==> src/rtl/sec_timer_ctrl.sv <==
`default_nettype none
// +--------------------------------------------------------------------------+
// | sec_timer_ctrl : countdown timer with 1 s prescaler, pause/resume, stop   |
// | Option: SEC_TIMER_AUTORELOAD_EN enables periodic reload on expiry.        |
// | Revision: 1.0                                                             |
// +--------------------------------------------------------------------------+
module sec_timer_ctrl #(
  parameter int unsigned DIV   = 100000000,
  parameter int unsigned SEC_W = 12
) (
  input  logic             clk,
  input  logic             reset,
  input  logic             start,
  input  logic             stop,
  input  logic             pause,
  input  logic [SEC_W-1:0] load_val,
  output logic [SEC_W-1:0] remaining,
  output logic             tick,
  output logic             running,
  output logic             paused,
  output logic             done
);

  localparam int unsigned      PRE_W   = $clog2(DIV);
  localparam logic [PRE_W-1:0] PRE_MAX = PRE_W'(DIV - 1);
  localparam logic [PRE_W-1:0] PRE_ONE = PRE_W'(1);
  localparam logic [SEC_W-1:0] SEC_ONE = SEC_W'(1);

  typedef enum logic [1:0] {
    ST_IDLE   = 2'd0,
    ST_RUN    = 2'd1,
    ST_PAUSE  = 2'd2,
    ST_EXPIRE = 2'd3
  } state_t;

  state_t           state;
  state_t           state_nx;
  logic [PRE_W-1:0] prescaler;
  logic [PRE_W-1:0] prescaler_nx;
  logic [SEC_W-1:0] remaining_nx;
  logic             wrap;

`ifdef SEC_TIMER_AUTORELOAD_EN
  // Period captured at start; only needed when expiry re-arms the timer.
  logic [SEC_W-1:0] reload;
  logic [SEC_W-1:0] reload_nx;
`endif

  assign wrap = (prescaler == PRE_MAX);

  always_ff @(posedge clk or posedge reset) begin
    if (reset) begin
      state     <= ST_IDLE;
      prescaler <= '0;
      remaining <= '0;
`ifdef SEC_TIMER_AUTORELOAD_EN
      reload    <= '0;
`endif
    end else begin
      state     <= state_nx;
      prescaler <= prescaler_nx;
      remaining <= remaining_nx;
`ifdef SEC_TIMER_AUTORELOAD_EN
      reload    <= reload_nx;
`endif
    end
  end

  always_comb begin
    state_nx     = state;
    prescaler_nx = prescaler;
    remaining_nx = remaining;
`ifdef SEC_TIMER_AUTORELOAD_EN
    reload_nx    = reload;
`endif

    if (stop) begin
      state_nx     = ST_IDLE;
      prescaler_nx = '0;
    end else if (start) begin
`ifdef SEC_TIMER_AUTORELOAD_EN
      reload_nx    = load_val;
`endif
      prescaler_nx = '0;
      if (load_val != '0) begin
        remaining_nx = load_val;
        state_nx     = ST_RUN;
      end else begin
        remaining_nx = '0;
        state_nx     = ST_EXPIRE;
      end
    end else begin
      case (state)
        ST_IDLE: begin
          prescaler_nx = '0;
        end
        ST_RUN: begin
          if (wrap) begin
            prescaler_nx = '0;
            if (remaining != '0)
              remaining_nx = remaining - SEC_ONE;
            // Reaching zero wins over a simultaneous pause request.
            if (remaining <= SEC_ONE)
              state_nx = ST_EXPIRE;
            else if (pause)
              state_nx = ST_PAUSE;
          end else if (pause) begin
            state_nx = ST_PAUSE;
          end else begin
            prescaler_nx = prescaler + PRE_ONE;
          end
        end
        ST_PAUSE: begin
          if (pause)
            state_nx = ST_RUN;
        end
        ST_EXPIRE: begin
`ifdef SEC_TIMER_AUTORELOAD_EN
          if (reload != '0) begin
            remaining_nx = reload;
            prescaler_nx = '0;
            state_nx     = ST_RUN;
          end else begin
            state_nx = ST_IDLE;
          end
`else
          state_nx = ST_IDLE;
`endif
        end
        default: begin
          state_nx     = ST_IDLE;
          prescaler_nx = '0;
        end
      endcase
    end
  end

  assign tick    = (state == ST_RUN) && wrap;
  assign running = (state == ST_RUN);
  assign paused  = (state == ST_PAUSE);
  assign done    = (state == ST_EXPIRE);

endmodule
`default_nettype wire

==> config.mk <==
export PLATFORM = sky130hd
export DESIGN_NAME = sec_timer_ctrl
export DESIGN_NICKNAME = d
export VERILOG_FILES = /design/src/rtl/sec_timer_ctrl.sv
export SDC_FILE = /design/constraint.sdc
export NUM_CORES = 1
export LEC_CHECK = 0
export BUFFER_PORTS_ARGS = -buffer_cell sky130_fd_sc_hd__buf_4
export CAP_MARGIN = 10
export CORE_MARGIN = 2
export CORE_UTILIZATION = 30
export DETAILED_ROUTE_END_ITERATION = 10
export PLACE_DENSITY_LB_ADDON = 0.08
export SKIP_LAST_GASP = 1
export SLEW_MARGIN = 15
export SYNTH_ARGS = -nofsm -noshare
export SYNTH_HDL_FRONTEND = slang
export SYNTH_SLANG_ARGS = --single-unit
==> constraint.sdc <==
create_clock -name clk -period 1.9 [get_ports clk]
set_input_delay 0.095 -clock clk [delete_from_list [all_inputs] [get_ports clk]]
set_output_delay 0.095 -clock clk [all_outputs]
set_load 0.05 [all_outputs]
==> results of run 1 <==
[metrics by stage]
stage	worst slack [ns]	hold slack (ns)	util, %
CTS	-0.2540	0.02319	47.43
detailed placement	-0.3265	0.1643	43.13
finish	-0.2413	0.03362	49.84
floorplan	-0.1920	0.2238	-
global route	-0.2920	0.04343	49.84
global placement	-0.3180	0.1608	43.13
[per-layer routing]
| metal | GRT usage (%) | part of all wire (%) | vias to the layer above |
|---|---|---|---|
| li1 | - | - | 1550 |
| met1 | 25.21 | 44 | 1577 |
| met2 | 37.12 | 51 | 85 |
| met3 | 3.203 | 3.5 | 11 |
| met4 | 5.479 | 1.2 | 0 |
| met5 | 0 | 0 | - |
[sequential cells by signal (all words and copies together) (netlist names)]
| name | flops |
|---|---|
| remaining | 12 |
| state | 2 |
| prescaler | 27 |
[cell usage in the layout (no fill, tap or decap), types with 4 or more instances in the layout]
| master | instances |
|---|---|
| buf_6 | 11 |
| or4_1 | 8 |
| o31ai_1 | 11 |
| nand3_1 | 9 |
| and3_1 | 6 |
| a31oi_1 | 7 |
| nand4_1 | 13 |
| clkbuf_8 | 5 |
| o21ai_0 | 13 |
| inv_2 | 4 |
| buf_4 | 136 |
| nor2_1 | 21 |
| nand2b_1 | 4 |
| nand2_1 | 29 |
| nand2_2 | 5 |
| dfrtp_2 | 6 |
| o2bb2ai_1 | 4 |
| or3_1 | 9 |
| a21oi_1 | 15 |
| nor4_4 | 5 |
| ha_4 | 4 |
| nor3_1 | 10 |
| dfrtp_1 | 35 |
| ha_1 | 4 |
[cells by family (layout without fill, tap and decap cells)]
kind of cell | after synthesis | in the layout | synth area share, %
AOI/OAI and AO/OA | 93 | 95 | 23.10
and+or+nand+nor | 154 | 155 | 32.05
xor gates and xnor gates | 1 | 1 | 0.3147
buffers and inverters | 26 | 167 | 4.090
adders and majority gates | 8 | 8 | 3.596
DFF | 41 | 41 | 36.85
[area by class of cell]
class                           instances  area [um2]
Clock inverter                          3       65.06
Clock buffer                            5       68.82
Sequential cell                        41        1033
Timing Repair Buffer                  151        1210
Inverter                                8       30.03
Tap cell                              111       138.9
Fill cell                             890        4569
Multi-Input combinational cell        259        1993
[critical path: stages (launching register included)]
cell      delay [ns]
dfrtp_1         0.42
nor4b_4         0.36
and4_4          0.30
nand4b_1        0.18
or4_1           0.53
a32o_1          0.24
[power by group through the flow]
stage	sequential, uW	combinational (uW)	clock [uW]
detailed placement	963	732	0
global route	960	894	921
CTS	949	765	887
global placement	964	728	0
floorplan	1090	264	0
finish	954	831	863
[worst min path at each step]
stage | cells after the start | slack, ns | startpoint | endpoint
finish | 3 | 0.03 | load_val[4] | remaining[4]
floorplan | 2 | 0.22 | load_val[5] | remaining[5]
global placement | 2 | 0.16 | reset | remaining[7]
detailed placement | 2 | 0.16 | reset | remaining[7]
CTS | 3 | 0.02 | load_val[4] | remaining[4]
global route | 3 | 0.04 | load_val[4] | remaining[4]
[repair_timing]
action                                  4_1_cts  5_1_grt
pin swaps                                    27       23
gates cloned                                  2        1
endpoints found under the setup margin       35       36
setup buffers                                11        9
hold endpoints to repair                     16        0
hold buffers                                  1        0
gates resized for setup                      34       34
==> impl_metrics.csv, run 1 <==
group,metric,value,unit
global_routing,antenna_found_initial,0,
global_routing,grt_pass1_wl,16380,um
logic_synthesis,netlist_area,2784,um2
timing,tightest_slew,0.7338,ns
place,gp_congestion,0.8620,
worst_setup_path,reg2reg_slack,-0.24,ns
floorplanning,row_count,35,
routing,totalWireLength,9860,um
logic_synthesis,synth_area_leaders,"dfrtp_1 (37%), nand2_1 (4.6%), ha_1 (3.6%)",
logic_synthesis,netlist_instances,323,
timing,period_share,112.7,%
clocking,cts_tree,"done",
routing,first_pass_iters,5,
cells_and_area,stdcell_area,4539,um2
worst_setup_path,arrival,2.34,ns
floorplanning,die_height,100.3,um
logic_synthesis,synth_warnings,0,
clocking,h-tree-depth,2,
cells_and_area,syn2layout_area_growth,63.06,%
power_and_ir_drop,clock_power_share,32.6,%
outcome,status,"finished, violations left",
power_and_ir_drop,power_switching,857.2,uW
timing,max_clock_freq,0.4670,GHz
cells_and_area,diodes,0,
place,dp_hpwl,7117,um
logic_synthesis,syn_area_per_cell,8.619,um2
cells_and_area,layout.cells.non_filler,578,
logic_synthesis,yosys.cell_count.top_type,"dfrtp_1",
timing,finalWorstSetupSlack,-0.2413,ns
floorplanning,start_util,30.56,%
job,cap_violations,0,
cells_and_area,nets,491,
timing,hold_viol,0,
power_and_ir_drop,power,2648,uW
logic_synthesis,synth-edff-count,0,
global_routing,overflow,0,
routing,vias_per_cell,5.576,
clocking,clock_sinks,41,
worst_setup_path,reg2reg_from,"prescaler[12]",
worst_setup_path,crit_required,2.10,ns
worst_setup_path,critPathLaunch,"prescaler[12]",
logic_synthesis,ys_async_sr_fraction,100.0,%
clocking,clk_pin_slew,0.09,ns
clocking,clock_path_buffers,2,
worst_hold_path,hold_path.class,"input pin to register",
timing,min_period,2.141,ns
place,portBuffers,32,
clocking,cts-root-buf,"clkbuf_8",
power_and_ir_drop,power_density,583.4,nW/um2
floorplanning,ios,33,
power_and_ir_drop,seq_power_share,36.0,%
logic_synthesis,synthDominantCellAreaShare,36.85,%
place,place_area,3929,um2
timing,slew_violations,0,
routing,drcViolationCount,0,
global_routing,grt_util_all_layers,20.50,%
power_and_ir_drop,power_frac_comb,31.4,%
logic_synthesis,synth_seq_cells,41,
floorplanning,core_area,9109,um2
clocking,clk_latency,0.30,ns
power_and_ir_drop,max-vdd-ir-drop,0.3030,mV
logic_synthesis,syn-num-nets,348,
logic_synthesis,yosys.area.top_type,"dfrtp_1",
power_and_ir_drop,intPower,1791,uW
power_and_ir_drop,leakage,0.001912,uW
timing,rsz0062_at_grt,"yes",
global_routing,grt_pass1_vias,3318,
power_and_ir_drop,p_sw_share,32.37,%
worst_setup_path,r2r_cells,5,
timing,final.setup_skew,0.008041,ns
logic_synthesis,synthFlopType,"dfrtp_1",
routing,wl_per_cell,17.06,um
floorplanning,die_area,10070,um2
timing,tns,-2.927,ns
logic_synthesis,synth_commonest_cells,"dfrtp_1 (41), nand2_1 (34), nor2_1 (22)",
place,placedCellCount,547,
routing,route.vias.total,3223,
cells_and_area,drive_gt1_share,47.11,%
logic_synthesis,synth.distinct_cells,63,
routing,drtIter0Drc,157,
worst_setup_path,cp-start-kind,"register",
worst_setup_path,crit_end,"remaining[7]",
worst_setup_path,end_kind,"register",
worst_setup_path,critPathKind,"register to register",
global_routing,grt_max_degree,26,
worst_setup_path,r2r-end,"remaining[7]",
clocking,numCtsBuffers,5,
timing,setup_viol,23,
floorplanning,die_x,100.3,um
outcome,violations,"setup timing",
worst_setup_path,critPathMaxFanout,3,
routing,antenna_left,0,
timing,relSlewSlack,50.78,%
logic_synthesis,yosysSeqAreaShare,36.85,%
No activity file was read; power rests on OpenSTA's default activity.
==> run 2: changes to the inputs <==
TNS_END_PERCENT = 50   (was not set)
==> impl_metrics.csv, run 2 (synthesized netlist as in run 1, its figures left out) <==
group,metric,value,unit
outcome,status,"finished, violations left",
outcome,violations,"setup timing",
worst_setup_path,critPathMaxFanout,3,
floorplanning,row_count,35,
place,dp_hpwl,7188,um
cells_and_area,top_register,"prescaler",
timing,finalWorstSetupSlack,-0.1799,ns
worst_hold_path,hold_path.class,"input pin to register",
timing,rsz0062_at_grt,"yes",
routing,wl_per_cell,17.06,um
routing,totalWireLength,9589,um
global_routing,grt_max_degree,27,
timing,slew_violations,0,
routing,first_pass_iters,4,
floorplanning,start_util,30.56,%
cells_and_area,nets,475,
worst_setup_path,end_kind,"register",
timing,hold_viol,0,
clocking,clock_path_buffers,2,
worst_hold_path,min_from,"load_val[5]",
cells_and_area,largest_reg_flops,27,
power_and_ir_drop,max-vdd-ir-drop,0.3211,mV
worst_setup_path,crit_required,2.11,ns
worst_hold_path,worstHoldEndpoint,"remaining[5]",
timing,relSlewSlack,57.91,%
worst_setup_path,r2r-end,"remaining[7]",
power_and_ir_drop,power_density,544.1,nW/um2
cells_and_area,top_regs,"prescaler (27), remaining (12), state (2)",
routing,vias_per_cell,5.473,
cells_and_area,mostFrequentLayoutCells,"buf_4 (130), dfrtp_1 (38), nand2_1 (32), nor2_1 (22), o21ai_0 (17)",
cells_and_area,drive_gt1_share,42.35,%
routing,route.vias.total,3076,
global_routing,overflow,0,
timing,min_period,2.080,ns
timing,max_clock_freq,0.4808,GHz
routing,antenna_left,0,
clocking,cts-root-buf,"clkbuf_8",
floorplanning,die_x,100.3,um
job,cap_violations,0,
worst_setup_path,reg2reg_slack,-0.18,ns
floorplanning,core_area,9109,um2
clocking,clk_pin_slew,0.09,ns
cells_and_area,layout_commonest_cell,"buf_4",
global_routing,grt_pass1_wl,15930,um
floorplanning,die_height,100.3,um
clocking,clock_sinks,41,
floorplanning,die_area,10070,um2
clocking,cts_tree,"done",
floorplanning,ios,33,
routing,drtIter0Drc,95,
timing,setup_viol,22,
worst_setup_path,cp-start-kind,"register",
timing,period_share,109.5,%
worst_setup_path,critPathKind,"register to register",
power_and_ir_drop,leakage,0.001809,uW
worst_hold_path,whs_path_depth,3,
place,place_ws,-0.1525,ns
global_routing,antenna_found_initial,0,
place,gp_congestion,0.8631,
worst_setup_path,arrival,2.29,ns
clocking,clk_latency,0.31,ns
place,portBuffers,32,
timing,tns,-1.985,ns
cells_and_area,syn2layout_area_growth,51.42,%
routing,drcViolationCount,0,
timing,tightest_slew,0.6275,ns
worst_setup_path,reg2reg_from,"prescaler[10]",
global_routing,grt_util_all_layers,20.04,%
global_routing,grt_pass1_vias,3066,
cells_and_area,diodes,0,
clocking,h-tree-depth,2,
timing,final.setup_skew,0.01013,ns
clocking,numCtsBuffers,5,
worst_setup_path,r2r_cells,5,
==> run 2: cell count changes in the layout (fill, tap and decap cells not counted), moves of 4 or more <==
cell     delta
nand2_2     -4
buf_4       -6
o21ai_0     +4
buf_6       -5
==> run 2: metal layers <==
metal	share of wire [%]	vias to the layer above	track usage (%)	routed length, um
li1	-	1506	-	-
met1	46	1507	26.16	4403
met2	50	55	35.26	4773
met3	3.1	8	3.064	301
met4	1.1	0	3.793	110
met5	0	-	0	0
==> run 2: cell type report <==
| type | count | area (um2) |
|---|---|---|
| clock inverters | 3 | 17.52 |
| inverters | 8 | 32.53 |
| repair buffers | 138 | 1074 |
| clock buffers | 5 | 68.82 |
| fillers | 910 | 4893 |
| flip-flops and latches | 41 | 1030 |
| well taps | 111 | 138.9 |
| multi-input cells | 256 | 1854 |
==> run 2: where the power goes <==
| group | switching (uW) | internal, uW | leakage (uW) |
|---|---|---|---|
| logic | 443 | 297 | 0.00122 |
| registers | 35.8 | 912 | 0.000542 |
| clock network | 352 | 255 | 0.0000439 |
==> run 2: critical path, cell delays in order (launching register included) <==
cell	delay (ns)
dfrtp_1	0.41
nor4b_2	0.31
and4_4	0.28
nand4b_1	0.18
or4_1	0.52
a32o_1	0.27
==> run 2: how the worst max path moves through the flow <==
stage	slack, ns	cells after the start	from	end
global route	-0.28	8	prescaler[1]	prescaler[26]
global placement	-0.18	5	remaining[2]	state[0]
floorplan	-0.19	5	remaining[1]	remaining[7]
finish	-0.18	5	prescaler[10]	remaining[7]
CTS	-0.16	7	prescaler[1]	tick
detailed placement	-0.15	5	prescaler[16]	remaining[7]
==> run 2: timing repair <==
| action | 4_1_cts | 5_1_grt |
|---|---|---|
| hold endpoints to repair | 15 | 0 |
| hold buffers | 1 | 0 |
| cloned | 0 | 0 |
| buffers inserted | 4 | 5 |
| endpoints found under the setup margin | 24 | 33 |
| resized for setup | 7 | 29 |
| pin swaps | 2 | 14 |
==> run 2: per-stage QoR <==
stage / instances / power, uW / util [%] / area [um2] / hold WS [ns]
floorplan: 323 / 1350 / - / 2874 / 0.2238
global placement: 544 / 1671 / 42.72 / 3891 / 0.1398
detailed placement: 544 / 1671 / 42.72 / 3891 / 0.1446
CTS: 557 / 2277 / 44.46 / 4050 / 0.01622
global route: 562 / 2412 / 46.28 / 4215 / 0.04800
finish: 562 / 2293 / 46.28 / 4215 / 0.01895
==> run 3: changes to the inputs <==
clock period = 2.65 ns   (was 1.9 ns; I/O delays follow)
==> impl_metrics.csv, run 3 (synthesized netlist as in run 1, its figures left out) <==
group,metric,value,unit
outcome,status,"finished clean",
clocking,cts_resized,0,
floorplanning,die_height,100.3,um
power_and_ir_drop,power_switching,523.6,uW
global_routing,grt_util_all_layers,17.23,%
global_routing,overflow,0,
power_and_ir_drop,seq_power_share,46.1,%
timing,period_share,89.15,%
global_routing,grt_max_degree,27,
power_and_ir_drop,power_density,463.1,nW/um2
cells_and_area,nets,380,
clocking,clock_path_buffers,2,
routing,vias_per_cell,5.777,
place,portBuffers,32,
power_and_ir_drop,leakage,0.001273,uW
global_routing,grt_pass1_wl,13780,um
clocking,cts_tree,"done",
worst_setup_path,critPathKind,"register to register",
clocking,clk_latency,0.30,ns
clocking,numCtsBuffers,5,
cells_and_area,top_register,"prescaler",
worst_setup_path,crit_required,2.84,ns
cells_and_area,largest_reg_flops,27,
worst_setup_path,arrival,2.55,ns
place,place_ws,0.3234,ns
timing,slew_violations,0,
timing,relSlewSlack,56.23,%
cells_and_area,layout_commonest_cell,"buf_4",
routing,drtIter0Drc,123,
worst_setup_path,cp-start-kind,"register",
timing,setup_viol,0,
power_and_ir_drop,power_frac_comb,25.0,%
global_routing,antenna_found_initial,0,
power_and_ir_drop,p_sw_share,34.72,%
worst_setup_path,end_kind,"register",
power_and_ir_drop,intPower,984.5,uW
clocking,h-tree-depth,2,
timing,final.setup_skew,0.005920,ns
power_and_ir_drop,power,1508,uW
timing,hold_viol,0,
timing,max_clock_freq,0.4233,GHz
clocking,postCtsSetupBuffers,0,
place,dp_hpwl,6102,um
place,gp_congestion,0.8404,
cells_and_area,diodes,0,
cells_and_area,drive_gt1_share,16.34,%
worst_setup_path,critPathMaxFanout,6,
clocking,clk_pin_slew,0.08,ns
timing,tightest_slew,0.6526,ns
routing,antenna_left,0,
floorplanning,die_area,10070,um2
routing,totalWireLength,8354,um
floorplanning,start_util,30.56,%
routing,route.vias.total,2692,
clocking,cts-root-buf,"clkbuf_8",
timing,finalWorstSetupSlack,0.2875,ns
routing,drcViolationCount,0,
job,cap_violations,0,
routing,wl_per_cell,17.93,um
power_and_ir_drop,max-vdd-ir-drop,0.2271,mV
timing,tns,0,ns
cells_and_area,final_util,35.76,%
timing,rsz0062_at_grt,"no",
floorplanning,ios,33,
floorplanning,die_x,100.3,um
timing,min_period,2.363,ns
routing,first_pass_iters,4,
cells_and_area,syn2layout_area_growth,16.99,%
cells_and_area,mostFrequentLayoutCells,"buf_4 (42), dfrtp_1 (41), nand2_1 (34), nor2_1 (22), a21oi_1 (18)",
global_routing,grt_pass1_vias,2578,
power_and_ir_drop,clock_power_share,28.9,%
floorplanning,core_area,9109,um2
cells_and_area,top_regs,"prescaler (27), remaining (12), state (2)",
worst_hold_path,hold_path.class,"input pin to register",
clocking,clock_sinks,41,
floorplanning,row_count,35,
## run 3: cell count changes in the layout (fill, tap and decap cells not counted), sizes merged
cell | before | now
buf | 137 | 42
clkbuf | 5 | 7
clkinv | 5 | 3
clkinvlp | 1 | 0
## run 3: layout make-up
class,instances,area (um2)
Inverter,8,30.03
Fill cell,938,5852
Tap cell,111,138.9
Sequential cell,41,1026
Timing Repair Buffer,43,325.3
Clock buffer,7,86.33
Multi-Input combinational cell,256,1650
## run 3: metal layers
metal / track usage, % / vias up / part of all wire [%]
met1: 23.59 / 1298 / 48
met4: 4.004 / 0 / 1.2
met3: 2.507 / 8 / 3.5
met2: 28.76 / 68 / 47
met5: 0 / - / 0
li1: - / 1318 / -
## run 3: what timing repair did
item	CTS	global route
setup endpoints to repair	0	0
endpoints found under the hold margin	15	0
hold buffers	1	0
## run 3: critical path, stage by stage (launching register included)
cell,delay (ns)
dfrtp_1,0.39
ha_1,0.27
nand4_4,0.17
nor4_4,0.36
nand4b_1,0.27
or4_1,0.53
a32o_1,0.27
## run 3: power by group through the flow
| stage | Clock [uW] | Sequential [uW] | Combinational, uW |
|---|---|---|---|
| after floorplan | 0 | 774 | 177 |
| after global placement | 0 | 707 | 384 |
| after detailed placement | 0 | 707 | 382 |
| after CTS | 457 | 695 | 383 |
| after global routing | 473 | 701 | 409 |
| final | 435 | 696 | 377 |
## run 3: path summary, 6_finish.rpt
| path | end | slack, ns | depth (start not counted) | start |
|---|---|---|---|---|
| worst max-delay path | remaining[7] | 0.29 | 6 | prescaler[0] |
| worst min-delay path | remaining[5] | 0.07 | 3 | load_val[5] |
| worst max register to register | remaining[7] | 0.29 | 6 | prescaler[0] |
| worst min register to register | prescaler[16] | 0.50 | 1 | prescaler[16] |
| max in group asynchronous | prescaler[12] | 1.63 | 4 | reset |
| min in group asynchronous | remaining[8] | 0.40 | 3 | reset |
## run 3: metrics by stage
stage	area [um2]	std cells	hold WS (ns)
finish	3257	466	0.07258
detailed placement	3161	458	0.1879
floorplan	2784	323	0.2616
global placement	3161	458	0.1942
CTS	3257	466	0.06911
global route	3257	466	0.07965
